`config.mk`:
```
export PLATFORM = sky130hd
export DESIGN_NAME = sample_readout
export DESIGN_NICKNAME = d
export VERILOG_FILES = /design/src/rtl/sample_readout_pkg.sv /design/src/rtl/sample_readout.sv
export SDC_FILE = /design/constraint.sdc
export NUM_CORES = 1
export LEC_CHECK = 0
export CORE_UTILIZATION = 45
export CTS_CLUSTER_SIZE = 40
export DETAILED_ROUTE_END_ITERATION = 10
export GPL_ROUTABILITY_DRIVEN = 0
export PLACE_DENSITY = 0.74
export SYNTH_ARGS = -nofsm -noshare
export SYNTH_HDL_FRONTEND = slang
export SYNTH_SLANG_ARGS = --single-unit
```
`constraint.sdc`:
```
create_clock -name clk_i -period 1.82 [get_ports clk_i]
set_input_delay 0.455 -clock clk_i [delete_from_list [all_inputs] [get_ports clk_i]]
set_output_delay 0.455 -clock clk_i [all_outputs]
set_load 0.03 [all_outputs]
```
`src/rtl/sample_readout_pkg.sv`:
```
// Shared constants and FSM state encoding for the sample FIFO readout block.
package sample_readout_pkg;

  // Frame delimiters on the TX stream
  localparam logic [7:0] HdrByte = 8'hA5;
  localparam logic [7:0] TrlOk   = 8'h5A;
  localparam logic [7:0] TrlErr  = 8'hEE;

  typedef enum logic [2:0] {
    StIdle  = 3'd0,
    StArmed = 3'd1,
    StHdr   = 3'd2,
    StRd    = 3'd3,
    StLat   = 3'd4,
    StSend  = 3'd5,
    StTrl   = 3'd6
  } state_e;

endpackage

```
`src/rtl/sample_readout.sv`:
```
// Drains one full sample FIFO per trigger and streams it to the serial TX as
// header, FRAME_LEN samples and a trailer over a valid/ready byte handshake.
module sample_readout
  import sample_readout_pkg::*;
#(
  parameter int unsigned          DATA_SIZE = 8,
  parameter int unsigned          FRAME_LEN = 256,
  parameter logic [DATA_SIZE-1:0] HDR_BYTE  = DATA_SIZE'(HdrByte)
) (
  input  logic                 clk_i,
  input  logic                 rst_i,
  input  logic                 trigger_i,
  input  logic                 fifo_full_i,
  input  logic                 fifo_empty_i,
  input  logic [DATA_SIZE-1:0] fifo_data_i,
  output logic                 fifo_r_en_o,
  output logic [DATA_SIZE-1:0] tx_data_o,
  output logic                 tx_valid_o,
  input  logic                 tx_ready_i,
  output logic                 busy_o,
  output logic                 underrun_o
);

  localparam int unsigned CntW = $clog2(FRAME_LEN + 1);

  state_e               r_state;
  state_e               w_state_nxt;
  logic                 r_trig_seen;
  logic [CntW-1:0]      r_cnt;
  logic [CntW-1:0]      w_cnt_inc;
  logic [DATA_SIZE-1:0] r_tx_data;
  logic                 r_underrun;
  logic                 w_enter_hdr;
  logic                 w_rd_en;

  assign w_cnt_inc   = r_cnt + 1'b1;
  assign w_enter_hdr = (r_state == StArmed) && fifo_full_i;

  // Next-state decode; the FIFO strobe is only raised when data is present
  always_comb begin
    w_state_nxt = r_state;
    w_rd_en     = 1'b0;
    case (r_state)
      StIdle:  if (r_trig_seen || trigger_i) w_state_nxt = StArmed;
      StArmed: if (fifo_full_i) w_state_nxt = StHdr;
      StHdr:   if (tx_ready_i) w_state_nxt = StRd;
      StRd: begin
        if (fifo_empty_i) begin
          w_state_nxt = StTrl;
        end else begin
          w_rd_en     = 1'b1;
          w_state_nxt = StLat;
        end
      end
      StLat:   w_state_nxt = StSend;
      StSend: begin
        if (tx_ready_i) begin
          w_state_nxt = (w_cnt_inc == CntW'(FRAME_LEN)) ? StTrl : StRd;
        end
      end
      StTrl:   if (tx_ready_i) w_state_nxt = StIdle;
      default: w_state_nxt = StIdle;
    endcase
  end

  // State register
  always_ff @(posedge clk_i or negedge rst_i) begin
    if (!rst_i) begin
      r_state <= StIdle;
    end else begin
      r_state <= w_state_nxt;
    end
  end

  // Trigger latch: only listens before a frame starts, so triggers while busy are dropped
  always_ff @(posedge clk_i or negedge rst_i) begin
    if (!rst_i) begin
      r_trig_seen <= 1'b0;
    end else if (w_enter_hdr) begin
      r_trig_seen <= 1'b0;
    end else if (trigger_i && (r_state == StIdle || r_state == StArmed)) begin
      r_trig_seen <= 1'b1;
    end
  end

  // Sample counter: cleared at frame start, advanced on each accepted sample
  always_ff @(posedge clk_i or negedge rst_i) begin
    if (!rst_i) begin
      r_cnt <= '0;
    end else if (w_enter_hdr) begin
      r_cnt <= '0;
    end else if (r_state == StSend && tx_ready_i) begin
      r_cnt <= w_cnt_inc;
    end
  end

  // TX holding register: FIFO read data is valid in the cycle after the strobe
  always_ff @(posedge clk_i or negedge rst_i) begin
    if (!rst_i) begin
      r_tx_data <= '0;
    end else if (r_state == StLat) begin
      r_tx_data <= fifo_data_i;
    end
  end

  // Sticky underrun flag, reported in the trailer and held until the next frame
  always_ff @(posedge clk_i or negedge rst_i) begin
    if (!rst_i) begin
      r_underrun <= 1'b0;
    end else if (w_enter_hdr) begin
      r_underrun <= 1'b0;
    end else if (r_state == StRd && fifo_empty_i) begin
      r_underrun <= 1'b1;
    end
  end

  // Output decode; data is a function of state so it cannot change while valid is held
  always_comb begin
    tx_valid_o = 1'b0;
    tx_data_o  = '0;
    case (r_state)
      StHdr: begin
        tx_valid_o = 1'b1;
        tx_data_o  = HDR_BYTE;
      end
      StSend: begin
        tx_valid_o = 1'b1;
        tx_data_o  = r_tx_data;
      end
      StTrl: begin
        tx_valid_o = 1'b1;
        tx_data_o  = r_underrun ? DATA_SIZE'(TrlErr) : DATA_SIZE'(TrlOk);
      end
      default: ;
    endcase
  end

  assign fifo_r_en_o = w_rd_en;
  assign busy_o      = (r_state != StIdle);
  assign underrun_o  = r_underrun;

endmodule

```
==> reports/results.ini <==
[status]
outcome=finished with violations
violations=setup timing

[placed_design]
place_area_sq_mm=0.001662
dp.final_hpwl_mm=2.161
port_buffers=25
dpl.cell_count=205

[detailed_routing]
finalWirelength_mm=3.535
drc=0
num_vias=1251
drt-wirelength-per-cell_microns=16.07
drtIter0Drc=100
drtAntennaViolNets=0
dr.pass1.iters=4
viasPerCell=5.686

[sta]
fin_crit_ns=1.964
hold_viol=0
fin_crit_sh_pct=107.9
max_freq_mhz=509.3
fin_ws_ns=-0.1437
worst_clock_skew_ns=0.006648
finalSetupTns_ns=-0.9750
grt_setup_unrepaired=true
hold_slack_ns=0.4622
worst_pin_slew_ns=0.3378
maxSlewHeadroom_pct=77.40
finalSetupViolCount=10
drv_slew=0

[synthesis]
ys.warnings.count=0
ys.flop_type=dfrtp_1
syn_nets=156
ys_seq_elements=22
yosysTopAreaCell=dfrtp_1
ys_types=38
synth_area_leaders=dfrtp_1, mux2_2, o21ai_0, nand2_1, a21oi_1
synth_edf_count=0
synthCells=140
synth.most_common_cell=dfrtp_1
synth.avg_cell_area_sq_um=9.321
synth_area_sq_mm=0.001305
synth.top_cell.area_share_pct=42.19
ys_seq_area_share_pct=42.19
async_flop_share_pct=100.0
yosys-top-cells-count=dfrtp_1, nand2_1, o21ai_0

[layout]
insertedDiodeCount=0
nNetsFinal=206
postLayoutCellArea_sq_mm=0.001892
area_growth_pct=44.97
layout.cells.non_filler=220
drive_above_1_share_pct=37.57

[clock_tree]
cts_buffers=3
clock-sinks=22
hold_buffers=0
clk_path_buf_depth=2
h-tree-depth=1
cts-root-buf=clkbuf_4
cts_tree=yes
path_clk_slew_ns=0.12
clk_latency_ns=0.32

[min_path]
holdCritPathClass=input port to asynchronous set/reset pin

[critical_path]
worstPathRequired_ns=1.36
end_kind=primary output
r2r_slack_ns=0.07
start_kind=flop
path_max_fanout=6
worstPathArrival_ns=1.51
setup.worst_path.class=flop to primary output

[floorplan]
die_h_microns=55.85
die_x_microns=55.85
initial_core_util_pct=47.32
ios=26
rows=19
coreArea_sq_mm=0.002758
dieArea_sq_mm=0.003119

[pwr]
leakagePower_nw=0.8871
vdd_drop_max_mv=1.246
p_per_area_mw_per_mm2=1461
power_mw=2.763

[global_route]
grt_overflow=0
grt_max_degree=23
grt_pass1_wl_mm=5.616
grt_pass1_vias=1184
antenna_found_initial=0
grt_util_all_layers_pct=23.29

[run]
cap_violations=0

-- what timing repair did --
action                     4_1_cts  5_1_grt
pin swaps                        8        3
setup buffers                    6        6
cloned                           0        0
resized for setup               25       14
setup endpoints to repair       12       13
-- per-stage QoR --
step / utilization [%] / worst slack [ns]
floorplan: - / 0.07775
global placement: 60.25 / 0.05353
detailed placement: 60.25 / 0.04999
CTS: 65.93 / -0.1332
global route: 68.60 / -0.2143
finish: 68.60 / -0.1437
-- flip-flops by register name (all words and copies together), names as in the netlist --
signal	count
r_trig_seen	1
r_tx_data	8
underrun_o	1
r_state	3
r_cnt	9
-- critical path, cell delays in order, from the launching register on --
cell and delay [ns]:
dfrtp_1 0.41, buf_6 0.14, nor2b_4 0.12, buf_6 0.14
nand2_4 0.06, a21boi_4 0.17, buf_6 0.15
-- power by group --
part | total [mW] | switching, mW | internal (mW)
clock network | 0.277 | 0.155 | 0.122
registers | 0.766 | 0.117 | 0.650
logic | 1.72 | 0.879 | 0.841
total | 2.76 | 1.15 | 1.61
-- cells in the final DEF (no fill, tap or decap), types with 3 or more instances in the layout --
| master | Yosys | layout |
|---|---|---|
| a21o_1 | 3 | 3 |
| nor2_1 | 10 | 9 |
| o21ai_0 | 12 | 11 |
| nand2_1 | 16 | 13 |
| mux2_2 | 8 | 8 |
| inv_1 | 4 | 4 |
| clkbuf_4 | 0 | 3 |
| clkdlybuf4s50_1 | 0 | 13 |
| nand3_1 | 3 | 3 |
| and3_1 | 3 | 3 |
| buf_6 | 1 | 16 |
| buf_4 | 0 | 20 |
| xnor2_1 | 4 | 4 |
| a21oi_1 | 8 | 7 |
| dfrtp_1 | 22 | 20 |
-- final timing paths --
check                           cells past startpoint           end    startpoint
worst max-delay path                                6  tx_data_o[3]    r_state[1]
worst min-delay path                                2      r_cnt[5]         rst_i
worst max register to register                      9      r_cnt[4]    r_state[0]
worst min register to register                      1  r_tx_data[1]  r_tx_data[1]
max in group asynchronous                           2      r_cnt[1]         rst_i
min in group clk_i                                  1  r_tx_data[1]  r_tx_data[1]
-- routing by layer --
layer  wire, microns  GRT usage, %  share of wire [%]  vias up
met2            1752         35.80                 50       49
met3             204         4.186                5.8       11
li1                -             -                  -      591
met5               0             0                  0        -
met1            1484         31.44                 42      600
met4              94         12.20                2.7        0
-- final cells by class --
cell class | count | area, sq um
clock buffer | 4 | 36.28
fill | 215 | 865.8
inverter | 4 | 15.01
multi-input combinational | 108 | 774.5
sequential | 22 | 553.0
tap | 31 | 38.79
timing repair buffer | 51 | 474.2
-- kinds of logic (layout without fill, tap and decap cells) --
| family | Yosys count | count (layout) | share of synthesized area (%) |
|---|---|---|---|
| mux | 8 | 8 | 6.903 |
| compound gates | 37 | 37 | 17.26 |
| fa+ha+maj | 2 | 2 | 1.917 |
| buf+inv | 10 | 59 | 3.546 |
| flops | 22 | 22 | 42.19 |
| xor+xnor | 6 | 6 | 4.027 |
| simple gates | 55 | 55 | 24.16 |
Note: power is estimated with default switching activity, not from simulation.
